File: src/rtl/note_sprite_renderer.sv
// Note sprite renderer: hit-tests the current scan position against a
// double-buffered table of note boxes, addresses a 1-cycle sprite ROM and
// produces a pixel-on flag aligned with a delayed video_on.
//
// Streaming contract: one pixel enters per clock and one result leaves per
// clock, 3 cycles later. There is no valid/ready pair and no back-pressure;
// shadow writes and commit requests are always accepted on the clock edge.
// commit_pending is the only piece of control state and is a module output.
module note_sprite_renderer #(
  parameter int MAX_NOTES = 8,
  parameter int SPR_W     = 20,
  parameter int SPR_H     = 30,
  parameter int ADDR_W    = 10,
  parameter int IDX_W     = (MAX_NOTES > 1) ? $clog2(MAX_NOTES) : 1
) (
  input  logic              clk,
  input  logic              reset,
  input  logic [9:0]        hcount,
  input  logic [9:0]        vcount,
  input  logic              video_on,
  input  logic              frame_start,
  input  logic              wr_en,
  input  logic [IDX_W-1:0]  wr_idx,
  input  logic [9:0]        wr_x,
  input  logic [9:0]        wr_y,
  input  logic              wr_enable,
  input  logic              commit_req,
  output logic              commit_pending,
  output logic [ADDR_W-1:0] rom_addr,
  input  logic              rom_pixel,
  output logic              pix_on,
  output logic              pix_video_on,
  output logic [IDX_W-1:0]  pix_idx
);

  localparam logic [10:0] SPR_W11 = 11'(SPR_W);
  localparam logic [10:0] SPR_H11 = 11'(SPR_H);

  // Note tables: shadow is written by game logic, active drives the hit test.
  logic [MAX_NOTES-1:0][9:0] shadow_x_q, shadow_x_d, shadow_y_q, shadow_y_d;
  logic [MAX_NOTES-1:0]      shadow_en_q, shadow_en_d;
  logic [MAX_NOTES-1:0][9:0] active_x_q, active_x_d, active_y_q, active_y_d;
  logic [MAX_NOTES-1:0]      active_en_q, active_en_d;
  logic                      commit_pending_q, commit_pending_d;
  logic                      commit_fire;

  // Pipeline registers.
  logic [ADDR_W-1:0] rom_addr_q, rom_addr_d;
  logic              hit1_q, hit1_d, vid1_q, vid1_d;
  logic [IDX_W-1:0]  idx1_q, idx1_d;
  logic              hit2_q, hit2_d, vid2_q, vid2_d;
  logic [IDX_W-1:0]  idx2_q, idx2_d;
  logic              pix_on_q, pix_on_d, pix_video_on_q, pix_video_on_d;
  logic [IDX_W-1:0]  pix_idx_q, pix_idx_d;

  // Stage 0 results.
  logic              hit0;
  logic [IDX_W-1:0]  idx0;
  logic [ADDR_W-1:0] addr0;
  logic [10:0]       col0, row0;

  // Shadow writes and frame-synchronous commit; the copy reads pre-write shadow.
  always_comb begin
    shadow_x_d  = shadow_x_q;
    shadow_y_d  = shadow_y_q;
    shadow_en_d = shadow_en_q;
    if (wr_en) begin
      shadow_x_d[wr_idx]  = wr_x;
      shadow_y_d[wr_idx]  = wr_y;
      shadow_en_d[wr_idx] = wr_enable;
    end
    commit_fire = frame_start & (commit_pending_q | commit_req);
    active_x_d  = commit_fire ? shadow_x_q  : active_x_q;
    active_y_d  = commit_fire ? shadow_y_q  : active_y_q;
    active_en_d = commit_fire ? shadow_en_q : active_en_q;
    if (commit_fire)     commit_pending_d = 1'b0;
    else if (commit_req) commit_pending_d = 1'b1;
    else                 commit_pending_d = commit_pending_q;
  end

  // Hit test: walk slots high to low so the lowest hitting index wins.
  // Compares use 11-bit sums so boxes near 1023 never wrap.
  always_comb begin
    hit0  = 1'b0;
    idx0  = '0;
    addr0 = '0;
    col0  = '0;
    row0  = '0;
    for (int i = MAX_NOTES - 1; i >= 0; i--) begin
      if (active_en_q[i] &&
          ({1'b0, hcount} >= {1'b0, active_x_q[i]}) &&
          ({1'b0, hcount} <  {1'b0, active_x_q[i]} + SPR_W11) &&
          ({1'b0, vcount} >= {1'b0, active_y_q[i]}) &&
          ({1'b0, vcount} <  {1'b0, active_y_q[i]} + SPR_H11)) begin
        hit0  = 1'b1;
        idx0  = IDX_W'(i);
        col0  = {1'b0, hcount} - {1'b0, active_x_q[i]};
        row0  = {1'b0, vcount} - {1'b0, active_y_q[i]};
        addr0 = ADDR_W'(row0) * ADDR_W'(SPR_W) + ADDR_W'(col0);
      end
    end
  end

  // Pipeline next-state: stage 1 addresses the ROM, stage 2 waits for it,
  // stage 3 combines ROM data with hit and video_on.
  always_comb begin
    rom_addr_d     = addr0;
    hit1_d         = hit0;
    idx1_d         = idx0;
    vid1_d         = video_on;
    hit2_d         = hit1_q;
    idx2_d         = idx1_q;
    vid2_d         = vid1_q;
    pix_on_d       = rom_pixel & hit2_q & vid2_q;
    pix_idx_d      = hit2_q ? idx2_q : '0;
    pix_video_on_d = vid2_q;
  end

  // State registers with synchronous reset taking priority over everything.
  always_ff @(posedge clk) begin
    if (reset) begin
      shadow_x_q       <= '0;
      shadow_y_q       <= '0;
      shadow_en_q      <= '0;
      active_x_q       <= '0;
      active_y_q       <= '0;
      active_en_q      <= '0;
      commit_pending_q <= 1'b0;
      rom_addr_q       <= '0;
      hit1_q           <= 1'b0;
      idx1_q           <= '0;
      vid1_q           <= 1'b0;
      hit2_q           <= 1'b0;
      idx2_q           <= '0;
      vid2_q           <= 1'b0;
      pix_on_q         <= 1'b0;
      pix_idx_q        <= '0;
      pix_video_on_q   <= 1'b0;
    end else begin
      shadow_x_q       <= shadow_x_d;
      shadow_y_q       <= shadow_y_d;
      shadow_en_q      <= shadow_en_d;
      active_x_q       <= active_x_d;
      active_y_q       <= active_y_d;
      active_en_q      <= active_en_d;
      commit_pending_q <= commit_pending_d;
      rom_addr_q       <= rom_addr_d;
      hit1_q           <= hit1_d;
      idx1_q           <= idx1_d;
      vid1_q           <= vid1_d;
      hit2_q           <= hit2_d;
      idx2_q           <= idx2_d;
      vid2_q           <= vid2_d;
      pix_on_q         <= pix_on_d;
      pix_idx_q        <= pix_idx_d;
      pix_video_on_q   <= pix_video_on_d;
    end
  end

  assign commit_pending = commit_pending_q;
  assign rom_addr       = rom_addr_q;
  assign pix_on         = pix_on_q;
  assign pix_video_on   = pix_video_on_q;
  assign pix_idx        = pix_idx_q;

endmodule

File: config.mk
export PLATFORM = sky130hd
export DESIGN_NAME = note_sprite_renderer
export DESIGN_NICKNAME = d
export VERILOG_FILES = /design/src/rtl/note_sprite_renderer.sv
export SDC_FILE = /design/constraint.sdc
export NUM_CORES = 2
export LEC_CHECK = 0
export CORE_MARGIN = 4
export CORE_UTILIZATION = 58
export CTS_CLUSTER_SIZE = 20
export DETAILED_ROUTE_END_ITERATION = 16
export GPL_TIMING_DRIVEN = 0
export PLACE_DENSITY = 0.75
export SKIP_LAST_GASP = 1
export SLEW_MARGIN = 40
export SYNTH_ARGS = -nofsm -noshare
export SYNTH_HDL_FRONTEND = slang
export SYNTH_SLANG_ARGS = --single-unit
File: constraint.sdc
create_clock -name clk -period 6.58 [get_ports clk]
set_input_delay 0.987 -clock clk [delete_from_list [all_inputs] [get_ports clk]]
set_output_delay 0.987 -clock clk [all_outputs]
set_load 0.02 [all_outputs]
Yosys cells after proc, flatten, opt, wreduce, memory -nomap -nowiden:

Cells that the tools add are included.

* input port bits: 51
* bits in registers: 362

* reductions and logical operators: 38
* order comparisons: 34
* multiply operators: 8
* add/sub/neg operators: 40
* multiplexer cells: 30
* bitwise operators: 5

Operators by type and width (count)
* adder 10 x 5 -> 11 bit, second input constant: 16
* less-than comparator 10 x 11 -> 1 bit: 16
* bitwise mux 80 bit: 2
* >= comparator 10 bit: 16
* subtractor 10 bit: 16
* two-way mux 10 bit: 9
* adder 10 bit: 8
* multiplier 10 x 3 -> 8 bit, second input constant: 8
* logical AND 1 bit: 33
* demux 10 bit (select 3 bit): 1
* two-way mux 3 bit: 4
* two-way mux 1 bit: 10
* bitwise mux 8 bit: 1
* OR reduction 2 bit: 3
* OR reduction 5 bit: 1
* less-than comparator 3 x 4 -> 1 bit, second input constant: 1
* two-way mux 2 bit: 2
* AND 1 bit: 3
* demux 1 bit (select 3 bit): 1
* >= comparator 3 x 1 -> 1 bit, second input constant: 1
* OR reduction 3 bit: 1
* inverter 1 bit: 1
* bitwise OR 1 bit: 1

Depth between registers and ports, before layout:

* word-level depth: 13
* depth in mapped cells: 22

Least setup slack after synthesis:

OpenSTA, ideal clock, no wires.

* path type: input -> register
* start: input port vcount[0]
* end: register rom_addr_q[9] (netlist: rom_addr[9])
* data arrival time: 5358 ps
* data required time: 6510 ps
* path buffers: 0
* library setup time: 70 ps
* stages: 20
* setup slack: 1152 ps
* cell sequence: inv_1 > ha_1 > inv_1 > fa_1 > a21o_1 > a21oi_1 > xnor2_1 > ha_1 > ha_1 > a21o_1 > a21oi_1 > xnor2_1 > fa_1 > ha_1 > a2111oi_0 > nor3_1 > xnor2_1 > o31a_1 > a2111o_1 > a21oi_1

* cells in the longest elaborated chain, start to end: 11

Ends and longest elaborated chain
* start, declared: line 19 `input logic [9:0] vcount,`
* subtractor 10 bit or >= comparator 10 bit (tied branches): line 98, 93
* multiplier 10 x 3 -> 8 bit or logical AND 1 bit (tied branches): line 99, 92
* adder 10 bit or logical AND 1 bit (tied branches): line 99, 93
* two-way mux 10 bit (7 in series): line 90 `if (active_en_q[i] &&`
* two-way mux 10 bit *: line 90
* end signal, assigned: line 147 `rom_addr_q <= rom_addr_d;`
* end, declared: line 48 `logic [ADDR_W-1:0] rom_addr_q, rom_addr_d;`

Mark *: on every way between the ends. The rest lies on a longest branch, timed or not.
A chain may end at the register's enable or synchronous reset.

Worst setup path after layout:

Same ends and word-level chain as after synthesis.

==> flow_metrics.tcl <==
set metrics [dict create \
    status "completed" \
    post-route-min-period_ps 6310 \
    fp-row-count 81 \
    slew_viol_final 0 \
    fmax_mhz 158 \
    portBuffers 42 \
    initial_utilization 0.586 \
    grt_max_degree 25 \
    period_share 0.960 \
    grt_pass1_vias 23352 \
    dp.cells 4253 \
    synth_enable_flop_cells 0 \
    crit_required_ps 7010 \
    holdBufCountCts 0 \
    num-fill-cells 4435 \
    clk_path_buf_depth 3 \
    clkTransAtPathRegs_ps 60 \
    first_iter_violations 2392 \
    placed_area_mm2 0.0299 \
    cts_resized 0 \
    worst_clock_skew_ps 31.7 \
    die_height_um 230 \
    regArea_mm2 0.00725 \
    setup.worst_path.start_class "input port" \
    drive_gt1_frac 0.0378 \
    synthToLayoutAreaGrowth_pct 8.65 \
    place_hpwl_um 65700 \
    synthCells 3545 \
    worstPathCellList "clkdlybuf4s50_1 -> inv_1 -> ha_1 -> inv_1 -> fa_1 -> a21o_1 -> a21oi_1 -> xnor2_1 -> ha_1 -> inv_1 -> fa_1 -> inv_1 -> fa_1 -> ha_1 -> nand2_1 -> o211ai_1 -> a21o_1 -> a21oi_1 -> xnor3_1 -> o22ai_1 -> a211oi_1 -> a21oi_1" \
    wl_per_cell_um 19.7 \
    rrSetupSlack_ps 1040 \
    drt_first_pass_iters 5 \
    grt_pass1_wl_um 131000 \
    min_to "pix_idx[2]" \
    power_leakage_nw 11.8 \
    final_cells 4318 \
    slew_headroom 0.370 \
    hold_viol 0 \
    ys_seq_area_frac 0.253 \
    drc_errors 0 \
    arrival_ps 6740 \
    yosysWarnings 0 \
    fin_tns_setup_ps 0 \
    fin_area_mm2 0.0311 \
    ys.flop_type "dfxtp_1" \
    cts_root_buf "clkbuf_16" \
    cts_tree "done" \
    cts_made_buffers 38 \
    fin_nets 4216 \
    slowest_stage "fa_1" \
    worstHoldPathCells 1 \
    synth_area_mm2 0.0286 \
    crit_path_max_fanout 8 \
    antenna_found_initial 3 \
    vias 25457 \
    min_from "idx2_q[2]" \
    hp-class "flop to flop" \
    r2r-end "rom_addr[8]" \
    worst_setup_path_end_kind "flop" \
    gp_congestion 0.963 \
    grt_setup_unrepaired "no" \
    multi_input_area_mm2 0.0198 \
    routed_wl_um 85000 \
    coreArea_mm2 0.0488 \
    avgSynthCellArea_um2 8.07 \
    dieArea_mm2 0.0529 \
    pin_count 67 \
    track_usage 0.313 \
    postSynth.asyncResetShare 0 \
    rr_worst_depth 16 \
    cts_sinks 362 \
    ant_nets 0 \
    ys_types 90 \
    cts_setup_buffers 0 \
    p_per_area_mw_per_mm2 219 \
    finalSetupViolations 0 \
    cap_violations 0 \
    critPathMostFrequentCell "inv_1" \
    synth_seq_cells 362 \
    clk_latency_ps 560 \
    ir_worst_vdd_v 0.000205 \
    tightest_slew_ps 935 \
    synth_fp_nets 4132 \
    power.total_mw 6.81 \
    crit_path_max_incr_delay_ps 530 \
    htreeDepth 2 \
    crit_type "input port to flop" \
    timing.rr.start "active_y_q[61]" \
    grt.overflow.total 0 \
    die_w_um 230 \
    avgViaCountPerCell 5.90 \
    final_util 0.636 \
]
## registers in the layout, summed over array words and instances (netlist names)
| register | cells |
|---|---|
| commit_pending | 1 |
| active_en_q | 8 |
| pix_idx | 3 |
| pix_on | 1 |
| pix_video_on_d | 1 |
| hit2_q | 1 |
| pix_video_on | 1 |
| shadow_en_q | 8 |
| idx2_q | 3 |
| hit1_q | 1 |
| active_x_q | 80 |
| shadow_y_q | 80 |
| shadow_x_q | 80 |
| idx1_q | 3 |
| active_y_q | 80 |
| vid1_q | 1 |
| rom_addr | 10 |
## layout make-up
| type | count | share of cell area |
|---|---|---|
| flip-flops and latches | 362 | 0.233 |
| repair buffers | 44 | 0.0130 |
| clock buffers | 50 | 0.0347 |
| inverters | 273 | 0.0330 |
| well taps | 664 | 0.0267 |
| clock inverters | 14 | 0.00451 |
| diodes | 1 | 0.0000805 |
| multi-input cells | 2766 | 0.636 |
| plain buffers | 144 | 0.0190 |
## logic make-up after synthesis
logic type                 synth area share
AOI/OAI and AO/OA                     0.192
muxes                               0.00179
DFF                                   0.253
adders and majority gates             0.257
buffers and inverters                0.0562
and+or+nand+nor                       0.165
xor gates and xnor gates             0.0741
## how the worst max path moves through the flow
stage	startpoint	to	slack, ps	cells after the start
CTS	vcount[0]	rom_addr[9]	320	22
global placement	vcount[1]	rom_addr[8]	-1170	16
detailed placement	vcount[0]	rom_addr[9]	-230	22
global route	vcount[0]	rom_addr[8]	40	19
finish	vcount[0]	rom_addr[9]	270	22
floorplan	vcount[0]	rom_addr[9]	1150	20
## layer usage
layer  global-route usage  vias to the layer above  share of wire
met5                    0                        -        0.00025
met4                0.106                        4          0.040
met3               0.0486                      196          0.093
met2                0.469                     1014           0.42
met1                0.459                    11861           0.45
li1                     -                    12382              -
## power breakdown
group	switching, mW	internal (mW)	total, mW
Sequential	0.0209	2.22	2.24
Clock	0.933	1.20	2.14
Combinational	1.40	1.03	2.43
## synthesized netlist by cell type, types with 5 or more instances
master,n,area [um2]
a211oi_1,18,135
o21ai_0,80,400
buf_1,11,41.3
and4_1,9,78.8
buf_2,7,35.0
nor4_1,10,62.6
fa_1,88,1760
o211ai_1,18,135
clkbuf_2,19,95.1
clkbuf_1,105,394
nand4_1,28,175
a211o_1,17,149
a311oi_1,10,87.6
and2_1,9,56.3
nand2_1,753,2830
o2111ai_1,16,140
nand2b_1,23,144
o32ai_1,6,52.6
or4_1,10,75.1
a21oi_1,461,2310
nand3_1,34,170
o31a_1,5,43.8
inv_1,272,1020
xnor2_1,196,1720
and3_1,14,87.6
nor2_1,92,345
a21boi_0,6,45.0
xor2_1,41,359
nor2b_1,28,175
a221oi_1,6,52.6
a2111oi_0,15,131
o21bai_1,18,135
ha_1,448,5610
a21o_1,84,631
or3_1,7,43.8
o21ai_1,12,60.1
o41ai_1,9,78.8
o22ai_1,5,31.3
nor3_1,57,285
dfxtp_1,362,7250
o21a_1,36,270
o31ai_1,5,37.5
a31oi_1,14,87.6
## critical path: cells and delay by family
family / cells / cell delay [ps]
and+or+nand+nor: 1 / 80
buffers and inverters: 5 / 1000
adders and majority gates: 6 / 2410
AOI/OAI and AO/OA: 8 / 1610
xor gates and xnor gates: 2 / 620
## per-stage QoR
stage               worst slack (ps)  hold slack (ps)
finish                           265              423
global route                    36.1              431
CTS                              325              424
detailed placement              -231              411
global placement               -1170              412
floorplan                       1150              406
## cells in the final DEF (no fill, tap or decap), drive strengths merged, types with 11 or more instances in the layout
cell,count
nand2,754
a21oi,462
ha,448
dfxtp,362
inv,275
xnor2,196
clkbuf,174
nor2,92
o21ai,92
fa,88
a21o,84
nor3,58
xor2,41
buf,39
o21a,36
nand3,34
nand4,28
nor2b,28
clkdlybuf4s50,25
nand2b,23
a211oi,20
o211ai,18
o21bai,18
a211o,17
o2111ai,16
a2111oi,16
and3,14
a31oi,14
or4,11
clkinv,11
No activity file was read; power rests on OpenSTA's default activity.
